### config.mk
export PLATFORM = sky130hd
export DESIGN_NAME = i2c_req_sequencer
export DESIGN_NICKNAME = d
export VERILOG_FILES = /design/src/rtl/i2c_req_sequencer.sv
export SDC_FILE = /design/constraint.sdc
export NUM_CORES = 1
export LEC_CHECK = 0
export BUFFER_PORTS_ARGS = -buffer_cell sky130_fd_sc_hd__clkbuf_2
export CAP_MARGIN = 20
export CORE_UTILIZATION = 48
export CTS_BUF_LIST = sky130_fd_sc_hd__clkbuf_4 sky130_fd_sc_hd__clkbuf_8
export CTS_CLUSTER_DIAMETER = 150
export CTS_CLUSTER_SIZE = 20
export DETAILED_ROUTE_END_ITERATION = 7
export GPL_TIMING_DRIVEN = 0
export PLACE_DENSITY = 0.76
export SYNTH_ARGS = -nofsm -noshare
export SYNTH_HDL_FRONTEND = slang
export SYNTH_SLANG_ARGS = --single-unit
### constraint.sdc
create_clock -name clk_i -period 2.6 [get_ports clk_i]
set_clock_uncertainty 0.15 [all_clocks]
set_input_delay 0.39 -clock clk_i [delete_from_list [all_inputs] [get_ports clk_i]]
set_output_delay 0.39 -clock clk_i [all_outputs]
set_load 0.02 [all_outputs]
### src/rtl/i2c_req_sequencer.sv
// Two-requester round-robin arbiter that sequences whole I2C transactions onto
// the I2C master's register bus: program, poll, drain, read back, clear, respond.
module i2c_req_sequencer #(
  parameter int unsigned TIMEOUT_CYCLES = 65535,
  parameter int unsigned DRAIN_CYCLES   = 4096
) (
  input  logic        clk_i,
  input  logic        rst_i,
  input  logic        r0_valid_i,
  output logic        r0_ready_o,
  input  logic        r0_rw_i,
  input  logic [6:0]  r0_addr_i,
  input  logic [1:0]  r0_nby_i,
  input  logic [31:0] r0_wdata_i,
  output logic        r0_resp_valid_o,
  output logic [31:0] r0_resp_rdata_o,
  output logic        r0_resp_err_o,
  input  logic        r1_valid_i,
  output logic        r1_ready_o,
  input  logic        r1_rw_i,
  input  logic [6:0]  r1_addr_i,
  input  logic [1:0]  r1_nby_i,
  input  logic [31:0] r1_wdata_i,
  output logic        r1_resp_valid_o,
  output logic [31:0] r1_resp_rdata_o,
  output logic        r1_resp_err_o,
  output logic        m_write_o,
  output logic [3:0]  m_be_o,
  output logic [4:0]  m_addr_o,
  output logic [31:0] m_wdata_o,
  input  logic [31:0] m_rdata_i
);

  typedef enum logic [3:0] {
    IDLE, WR_ADR, WR_NBY, WR_TDR, WR_CFG, POLL, DRAIN, RD_RDR, CLR_CFG, RESP
  } state_e;

  typedef struct packed {
    logic        write;
    logic [3:0]  be;
    logic [4:0]  addr;
    logic [31:0] wdata;
  } bus_t;

  localparam logic [4:0] A_NBY = 5'h00;
  localparam logic [4:0] A_ADR = 5'h04;
  localparam logic [4:0] A_RDR = 5'h08;
  localparam logic [4:0] A_TDR = 5'h0C;
  localparam logic [4:0] A_CFG = 5'h10;

  function automatic bus_t bus_op(input logic wr, input logic [4:0] a,
                                  input logic [3:0] be, input logic [31:0] d);
    bus_t b;
    b.write = wr;
    b.be    = be;
    b.addr  = a;
    b.wdata = d;
    return b;
  endfunction

  state_e      state_q;
  logic        last_grant_q, gid_q, rw_q, err_q;
  logic [6:0]  addr_q;
  logic [1:0]  nby_q;
  logic [31:0] wdata_q, rdata_q;
  logic [15:0] cnt_q;
  bus_t        bus_q;
  logic        r0_resp_valid_q, r0_resp_err_q, r1_resp_valid_q, r1_resp_err_q;
  logic [31:0] r0_resp_rdata_q, r1_resp_rdata_q;

  logic        pick0, pick1, accept, sel_rw, done_bit, poll_expired, drain_done;
  logic [6:0]  sel_addr;
  logic [1:0]  sel_nby;
  logic [31:0] sel_wdata;
  logic [15:0] cnt_inc;

  // Contention goes to the requester that did not win last time.
  assign pick0  = r0_valid_i && (!r1_valid_i || last_grant_q);
  assign pick1  = r1_valid_i && !pick0;
  assign accept = !rst_i && (state_q == IDLE) && (r0_valid_i || r1_valid_i);

  assign r0_ready_o = accept && pick0;
  assign r1_ready_o = accept && pick1;

  assign sel_rw    = pick0 ? r0_rw_i    : r1_rw_i;
  assign sel_addr  = pick0 ? r0_addr_i  : r1_addr_i;
  assign sel_nby   = pick0 ? r0_nby_i   : r1_nby_i;
  assign sel_wdata = pick0 ? r0_wdata_i : r1_wdata_i;

  assign cnt_inc      = (cnt_q == '1) ? cnt_q : cnt_q + 16'd1;
  assign done_bit     = rw_q ? m_rdata_i[3] : m_rdata_i[1];
  assign poll_expired = (32'(cnt_q) + 32'd1) >= TIMEOUT_CYCLES;
  assign drain_done   = (32'(cnt_q) + 32'd1) >= DRAIN_CYCLES;

  // Bus outputs are registered: each transition loads the drive of the state being entered.
  always_ff @(posedge clk_i) begin
    if (rst_i) begin
      state_q         <= IDLE;
      last_grant_q    <= 1'b1;
      gid_q           <= 1'b0;
      rw_q            <= 1'b0;
      err_q           <= 1'b0;
      addr_q          <= '0;
      nby_q           <= '0;
      wdata_q         <= '0;
      rdata_q         <= '0;
      cnt_q           <= '0;
      bus_q           <= '0;
      r0_resp_valid_q <= 1'b0;
      r0_resp_err_q   <= 1'b0;
      r0_resp_rdata_q <= '0;
      r1_resp_valid_q <= 1'b0;
      r1_resp_err_q   <= 1'b0;
      r1_resp_rdata_q <= '0;
    end else begin
      bus_q           <= '0;
      r0_resp_valid_q <= 1'b0;
      r0_resp_err_q   <= 1'b0;
      r0_resp_rdata_q <= '0;
      r1_resp_valid_q <= 1'b0;
      r1_resp_err_q   <= 1'b0;
      r1_resp_rdata_q <= '0;
      case (state_q)
        IDLE: if (accept) begin
          gid_q        <= pick1;
          last_grant_q <= pick1;
          rw_q         <= sel_rw;
          addr_q       <= sel_addr;
          nby_q        <= sel_nby;
          wdata_q      <= sel_wdata;
          rdata_q      <= '0;
          err_q        <= 1'b0;
          bus_q        <= bus_op(1'b1, A_ADR, 4'b0001, {25'd0, sel_addr});
          state_q      <= WR_ADR;
        end
        WR_ADR: begin
          bus_q   <= bus_op(1'b1, A_NBY, 4'b0001, {30'd0, nby_q});
          state_q <= WR_NBY;
        end
        WR_NBY: begin
          if (rw_q) begin
            bus_q   <= bus_op(1'b1, A_CFG, 4'b0001, 32'h4);
            state_q <= WR_CFG;
          end else begin
            bus_q   <= bus_op(1'b1, A_TDR, 4'b1111, wdata_q);
            state_q <= WR_TDR;
          end
        end
        WR_TDR: begin
          bus_q   <= bus_op(1'b1, A_CFG, 4'b0001, 32'h1);
          state_q <= WR_CFG;
        end
        WR_CFG: begin
          cnt_q   <= '0;
          bus_q   <= bus_op(1'b0, A_CFG, 4'b0001, '0);
          state_q <= POLL;
        end
        POLL: begin
          if (done_bit) begin
            cnt_q   <= '0;
            state_q <= DRAIN;
          end else if (poll_expired) begin
            err_q   <= 1'b1;
            bus_q   <= bus_op(1'b1, A_CFG, 4'b0001, '0);
            state_q <= CLR_CFG;
          end else begin
            cnt_q   <= cnt_inc;
            bus_q   <= bus_op(1'b0, A_CFG, 4'b0001, '0);
          end
        end
        DRAIN: begin
          if (drain_done) begin
            if (rw_q) begin
              bus_q   <= bus_op(1'b0, A_RDR, 4'b1111, '0);
              state_q <= RD_RDR;
            end else begin
              bus_q   <= bus_op(1'b1, A_CFG, 4'b0001, '0);
              state_q <= CLR_CFG;
            end
          end else begin
            cnt_q <= cnt_inc;
          end
        end
        RD_RDR: begin
          rdata_q <= m_rdata_i;
          bus_q   <= bus_op(1'b1, A_CFG, 4'b0001, '0);
          state_q <= CLR_CFG;
        end
        CLR_CFG: begin
          if (gid_q) begin
            r1_resp_valid_q <= 1'b1;
            r1_resp_err_q   <= err_q;
            r1_resp_rdata_q <= rdata_q;
          end else begin
            r0_resp_valid_q <= 1'b1;
            r0_resp_err_q   <= err_q;
            r0_resp_rdata_q <= rdata_q;
          end
          state_q <= RESP;
        end
        RESP:    state_q <= IDLE;
        default: state_q <= IDLE;
      endcase
    end
  end

  assign m_write_o       = bus_q.write;
  assign m_be_o          = bus_q.be;
  assign m_addr_o        = bus_q.addr;
  assign m_wdata_o       = bus_q.wdata;
  assign r0_resp_valid_o = r0_resp_valid_q;
  assign r0_resp_rdata_o = r0_resp_rdata_q;
  assign r0_resp_err_o   = r0_resp_err_q;
  assign r1_resp_valid_o = r1_resp_valid_q;
  assign r1_resp_rdata_o = r1_resp_rdata_q;
  assign r1_resp_err_o   = r1_resp_err_q;

endmodule
# After elaboration in Yosys (flattened, before gate mapping)
# Cells that the tools add are included.
# totals
reg_bits,200
input_bits,120
output_inout_bits,112
word_cells,96
# op_classes
add_sub_neg,2
n_lt_le_gt_ge,2
eq_ne,16
mux,32
bitwise,2
n_reduce_logical,23
# op_table
cell,count
one-hot mux 42 bit (8 select lines),1
2-to-1 mux 42 bit,5
2-to-1 mux 16 bit,4
2-to-1 mux 32 bit,2
one-hot mux 32 bit (2 select lines),1
one-hot mux 16 bit (3 select lines),1
2-to-1 mux 41 bit,1
one-hot mux 4 bit (9 select lines),1
>= comparator 32 x 16 -> 1 bit (second input constant),1
2-to-1 mux 4 bit,5
adder 16 x 1 -> 17 bit (second input constant),1
>= comparator 17 x 13 -> 1 bit (second input constant),1
adder 16 x 1 -> 16 bit (second input constant),1
== test 16 bit (second input constant),1
== test 4 x 3 -> 1 bit (second input constant),4
!= test 2 bit (second input constant),5
== test 4 x 2 -> 1 bit (second input constant),2
2-to-1 mux 1 bit,7
2-to-1 mux 7 bit,1
logical AND 1 bit,6
!= test 3 bit (second input constant),2
AND reduction 3 bit,2
OR reduction 3 bit,2
== test 4 x 1 -> 1 bit (second input constant),1
13 further kinds,19

# Depth between registers and ports, before layout
# Gate-level depths: netlist of run 1.
# logic_depth
ltp_word,6
mapped_depth,11
ltp_nobuf,9

# Worst setup path after synthesis of run 1
# Ideal clock, no wire load.
# synth_path
kind,register to register
start,register cnt_q[1]
end,register cnt_q[3]
setup_time_ps,70
arrival_time_ps,2518
t_required_ps,2380
setup_slack_ps,-139
path_stages_with_launch,10
n_path_buf,0
period_less_slack_ps,2739
path_cell_list,dfxtp_1 -> ha_1 -> nand3_2 -> nor4_4 -> mux2i_1 -> or3_4 -> o22ai_4 -> nand3_4 -> or4_1 -> a21oi_1
# synth_between
elab_chain_len,5
word_cells_on_any_way,13
classes_between,add/sub (2); order compare (2); eq/ne (3); mux (5); reduce/logical (1)
# synth_rtl
item,line_no,source
start: declaration,66,logic [15:0] cnt_q;
start signal: assignment,167,cnt_q <= cnt_inc;
start signal: assignment,181,cnt_q <= cnt_inc;
branches (longest 5 deep; another with >= comparator 32 x 16 -> 1 bit),--,
# Several ways; the timed one is not identified. The select of a mux whose other input is x is not followed.
# A chain may end at the register's enable or synchronous reset.

# Worst setup path after layout of run 1
# layout_path
start,register cnt_q[0]
end,register cnt_q[2]
# Same word-level chain as after synthesis.

==> results of run 1 <==
==> flip-flops by register name, indices dropped and copies added (netlist names) <==
name	count
m_wdata_o	32
rdata_q	32
r0_resp_valid_o	1
r0_resp_rdata_o	32
rw_q	1
state_q	4
err_q	1
gid_q	1
r1_resp_err_o	1
wdata_q	32
m_be_o	2
cnt_q	16
m_addr_o	2
nby_q	2
r1_resp_valid_o	1
r0_resp_err_o	1
last_grant_q	1
m_write_o	1
r1_resp_rdata_o	32
==> timing repair <==
| item | in CTS | in global routing |
|---|---|---|
| gates resized for setup | 42 | 38 |
| endpoints found under the hold margin | 32 | 0 |
| setup buffers | 17 | 14 |
| hold buffers | 32 | 0 |
| setup endpoints to repair | 64 | 51 |
| pin swaps | 12 | 13 |
| cloned | 0 | 2 |
==> stage by stage <==
stage	cells	instance area [um2]	utilization	power [mW]
floorplan	814	7480	-	5.02
detailed placement	1231	8860	0.583	5.71
finish	1323	10200	0.670	8.17
CTS	1308	9910	0.652	8.02
global placement	1231	8860	0.583	5.67
global route	1323	10200	0.670	8.60
==> final timing paths <==
path,end,slack [ps],from
worst max-delay path,cnt_q[2],-100,cnt_q[0]
worst min-delay path,wdata_q[11],80,r0_wdata_i[11]
worst max register to register,cnt_q[2],-100,cnt_q[0]
worst min register to register,last_grant_q,320,last_grant_q
==> cell usage in the layout (no fill, tap or decap), types with 6 or more instances in the layout <==
cell type / instances
a31oi_1: 7
a21oi_1: 63
clkbuf_2: 231
buf_6: 6
or3_1: 6
clkbuf_1: 47
nand2_1: 58
o21ai_0: 18
dlygate4sd3_1: 32
dfxtp_1: 183
clkbuf_8: 17
nand3_1: 46
inv_1: 6
buf_4: 34
nor3_1: 7
a211oi_1: 36
and3_1: 30
dfxtp_2: 7
nor2_1: 71
mux2i_1: 42
and2_1: 67
==> metal layers <==
metal  part of all wire  wire [um]  global-route usage  vias to the layer above
met1               0.41       8800               0.317                     3211
li1                   -          -                   -                     3427
met5                  0          0                   0                        -
met4              0.023        485              0.0854                        0
met3              0.077       1630              0.0616                       54
met2               0.49      10400               0.455                      378
==> synth_stat cells, types with 7 or more instances <==
cell type,number,area share
a211oi_1,37,0.037
a21oi_1,65,0.044
a31oi_1,7,0.0059
and2_1,67,0.056
and3_1,32,0.027
clkbuf_1,55,0.028
dfxtp_1,195,0.52
mux2i_1,43,0.058
nand2_1,63,0.032
nand3_1,48,0.032
nor2_1,72,0.036
nor3_1,10,0.0067
nor4_1,7,0.0059
o21ai_0,19,0.013
==> cell type report <==
class,count,area [um2],share of cell area
Tap cell,188,235,0.0231
Multi-Input combinational cell,544,3490,0.342
Clock inverter,13,213,0.0209
Clock buffer,19,249,0.0244
Inverter,6,22.5,0.00221
Buffer,64,309,0.0303
Timing Repair Buffer,294,1740,0.171
Sequential cell,195,3930,0.386
==> report_power, final <==
part	internal (mW)	total (mW)	switching, mW
combinational	0.961	2.45	1.49
clock	1.03	2.19	1.16
sequential	3.33	3.54	0.201
total	5.33	8.17	2.85
==> kinds of logic (layout without fill, tap and decap cells) <==
logic type | Yosys count | after routing
adders and majority gates | 2 | 2
xor gates and xnor gates | 6 | 6
and+or+nand+nor | 337 | 337
other | 1 | 2
buffers and inverters | 75 | 396
AOI/OAI and AO/OA | 153 | 153
muxes | 44 | 44
DFF | 195 | 195
==> critical path: stages, from the launching register on <==
cell	delay, ps
dfxtp_4	410
ha_4	170
and3_1	240
nand2_2	160
o32a_1	340
o22ai_2	250
nand3_2	180
nand3_4	200
buf_4	150
clkbuf_16	130
a21oi_1	40
nor3_1	190
==> flow_summary.toml, run 1 <==
[logic_synthesis]
synth_fa_ha_area_frac = 0.00335
synth_compound_area_frac = 0.129
synth_area_per_cell_um2 = 9.18
synth.distinct_cells = 57
synthArstFlopShare = 0
synth_area_um2 = 7460
synthFlopType = "dfxtp_1"
synth-xor-area-share = 0.00704
ys_warn_count = 0
synth_edf_count = 0
synth_top_family_by_area = "simple AND/OR/NAND/NOR gates"
synthMuxAreaShare = 0.0592
yosys_register_bits = 195
synth-seq-area-share = 0.523
yosys.area_share.simple = 0.236
synth_cells = 813

[sta]
setup_ws_ps = -97.6
finalCritPeriodShare = 1.04
tightestPinTransition_ps = 836
finalHoldViolations = 0
period_needed_ps = 2700
rsz0062_at_grt = "yes"
slew_headroom = 0.439
fmax_ghz = 0.371
finalSetupViolations = 12
finalMaxSlewViolations = 0
worst_hold_slack_ps = 78.8
fin_tns_setup_ps = -616

[drt]
wl_per_cell_um = 16.1
drtIter0Drc = 472
drc = 0
ant_nets = 0
drtPass1Iterations = 5
drt-total-wl_um = 21300
dr_total_vias = 7070
vias_per_cell = 5.34

[clocking]
cts-buffers-inserted = 17
cts_root_buf = "clkbuf_8"
clk_pin_slew_worst_paths_ps = 110
cts_tree = "yes"
h-tree-depth = 4
clkLatencyLatePin_ps = 470
cts_sinks = 195
cts_buffer_depth = 2

[floorplan]
rows = 45
die_width_um = 127
die_h_um = 127
boundaryPins = 232
dieArea_um2 = 16100
start_util = 0.491
core_um2 = 15200

[placement]
dp_slack_ps = -511
hpwl_um = 14500
gp_congestion = 0.893
io_buffer_count = 229

[run]
max-cap-violations = 0

[status]
violations = "negative setup slack"
status = "complete, but fails checks"

[final_layout]
final_nets = 1244
layout-drive-gt1-share = 0.322
diodes = 0
num-fill-cells = 1210
syn2layout_area_growth_pct = 36.5

[power]
power.leakage_nw = 4.52
powerDensity_nw_per_um2 = 802
vdd_drop_max_uv = 489

[setup_path]
arrival_ps = 2940
crit_required_ps = 2840
worst_setup_path_start_kind = "flop"
reg2reg_depth = 11
path_class = "reg2reg"
crit_path_end_kind = "flop"
cp_max_fo = 8

[hold_path]
hold_path_depth = 3
min_path_type = "in2reg"

[grt]
grt_pass1_vias = 6556
grt_first_pass_wirelength_um = 32700
grt_usage = 0.261
antenna_found_initial = 0
grt_max_degree = 20
overflow = 0
(Power assumes the default switching activity.)
==> run 2, diff against run 1 <==
- CORE_ASPECT_RATIO: unset -> 1.25
==> flow_summary.toml, run 2 (synthesis gave the netlist of run 1 again) <==
[sta]
finalHoldViolations = 0
setup_ws_ps = -8.09
tightestPinTransition_ps = 787
finalSetupViolations = 4
finalCritPeriodShare = 1.00
slew_headroom = 0.472
period_needed_ps = 2610
fmax_ghz = 0.383
rsz0062_at_grt = "yes"
worst_hold_slack_ps = 20.8
finalMaxSlewViolations = 0

[floorplan]
start_util = 0.495
boundaryPins = 232
dieArea_um2 = 16100
die_h_um = 141
die_width_um = 114
rows = 50
core_um2 = 15100

[run]
max-cap-violations = 0

[grt]
grt_max_degree = 19
antenna_found_initial = 0
grt_usage = 0.250
use_met1 = 0.270
top_usage_layer = "met2"
overflow = 0
grt_use_met3 = 0.0662
met2_usage = 0.453
grt_pass1_vias = 6447
grt_first_pass_wirelength_um = 31100

[drt]
drtPass1Iterations = 5
drt-total-wl_um = 20200
ant_nets = 0
dr_total_vias = 6801
drc = 0
wl_per_cell_um = 15.1
drtIter0Drc = 407
vias_per_cell = 5.09

[clocking]
clk_pin_slew_worst_paths_ps = 90
h-tree-depth = 4
cts_root_buf = "clkbuf_8"
cts_sinks = 195
cts_tree = "yes"
cts-buffers-inserted = 17
clkLatencyLatePin_ps = 470
cts_buffer_depth = 2

[power]
seq_power_share = 0.453
pwr-share-comb = 0.302
power_switching_mw = 2.76
total_power_mw = 7.79
internal_power_mw = 5.02
clock_power_share = 0.245
power.leakage_nw = 4.41
p_sw_frac = 0.355
vdd_drop_max_uv = 502
powerDensity_nw_per_um2 = 778

[setup_path]
cp_max_fo = 8
crit_path_end_kind = "flop"
worst_setup_path_start_kind = "flop"
crit_required_ps = 2820
path_class = "reg2reg"
arrival_ps = 2830
timing.reg2reg.setup_slack_ps = -8

[placement]
dp_slack_ps = -551
place_inst = 1251
hpwl_um = 14300
gp_congestion = 0.897
io_buffer_count = 229

[final_layout]
layout_commonest_cell = "clkbuf_2"
syn2layout_area_growth_pct = 34.1
final_nets = 1239
diodes = 0
fin_util = 0.664
fin_cells = 1336
final_cell_mix = "232 x clkbuf_2, 184 x dfxtp_1, 71 x nor2_1, 68 x and2_1, 63 x a21oi_1"
layout-drive-gt1-share = 0.317

[status]
status = "complete, but fails checks"
violations = "negative setup slack"

[hold_path]
min_path_type = "in2reg"
[run 2: changes by cell type in the layout (fill, tap and decap cells not counted), moves of 3 or more]
cell      previous run  this run
nor4_4               4         1
nor4_2               2         6
buf_6                6         2
clkinv_4             1         4
buf_4               34        38
clkbuf_4             4         1
[run 2: critical path, stage by stage, from the launching register on]
cell and delay (ps):
dfxtp_2 410, nand2_1 180, or3_4 390, o32ai_4 300, nand2_2 150, o22ai_4 230
nand3_4 160, or3_4 350, a221oi_2 210
[run 2: through the flow]
step	TNS [ps]	instance area [um2]
detailed placement	-10640	8890
finish	-20.2	10000
global route	-488	10000
global placement	-8770	8890
CTS	-74.4	9870
floorplan	-15.2	7480
[run 2: final timing paths]
path                                    from                  to  cells after the start
worst max register to register     cnt_q[10]           cnt_q[14]                      8
worst min-delay path            m_rdata_i[3]          rdata_q[3]                      3
worst max-delay path               cnt_q[10]           cnt_q[14]                      8
worst min register to register    rdata_q[9]  r0_resp_rdata_o[9]                      1
[run 2: power groups by stage]
stage	registers, mW	clock network, mW	logic, mW
floorplan	3.62	0	1.40
global placement	3.56	0	2.09
detailed placement	3.57	0	2.11
CTS	3.50	1.93	2.33
global route	3.57	2.05	2.57
finish	3.53	1.91	2.35
[run 2: per-layer routing]
layer | vias to the layer above | part of all wire
met5 | - | 0
met4 | 0 | 0.029
met3 | 43 | 0.077
met2 | 309 | 0.50
met1 | 3032 | 0.39
li1 | 3417 | -
[run 2: timing repair]
action                     CTS  global route
buffers inserted            26             5
pin swaps                   17            10
resized for setup           41            27
hold endpoints to repair    29             1
hold buffers                29             1
cloned                       0             0
setup endpoints to repair   77            55
[run 2: layout make-up]
class                           count  area [um2]
Fill cell                        1242        5070
Sequential cell                   195        3930
Multi-Input combinational cell    544        3450
Timing Repair Buffer              290        1680
Buffer                             63         285
Tap cell                          208         260
Clock buffer                       17         234
Clock inverter                     13         148
Inverter                            6        22.5
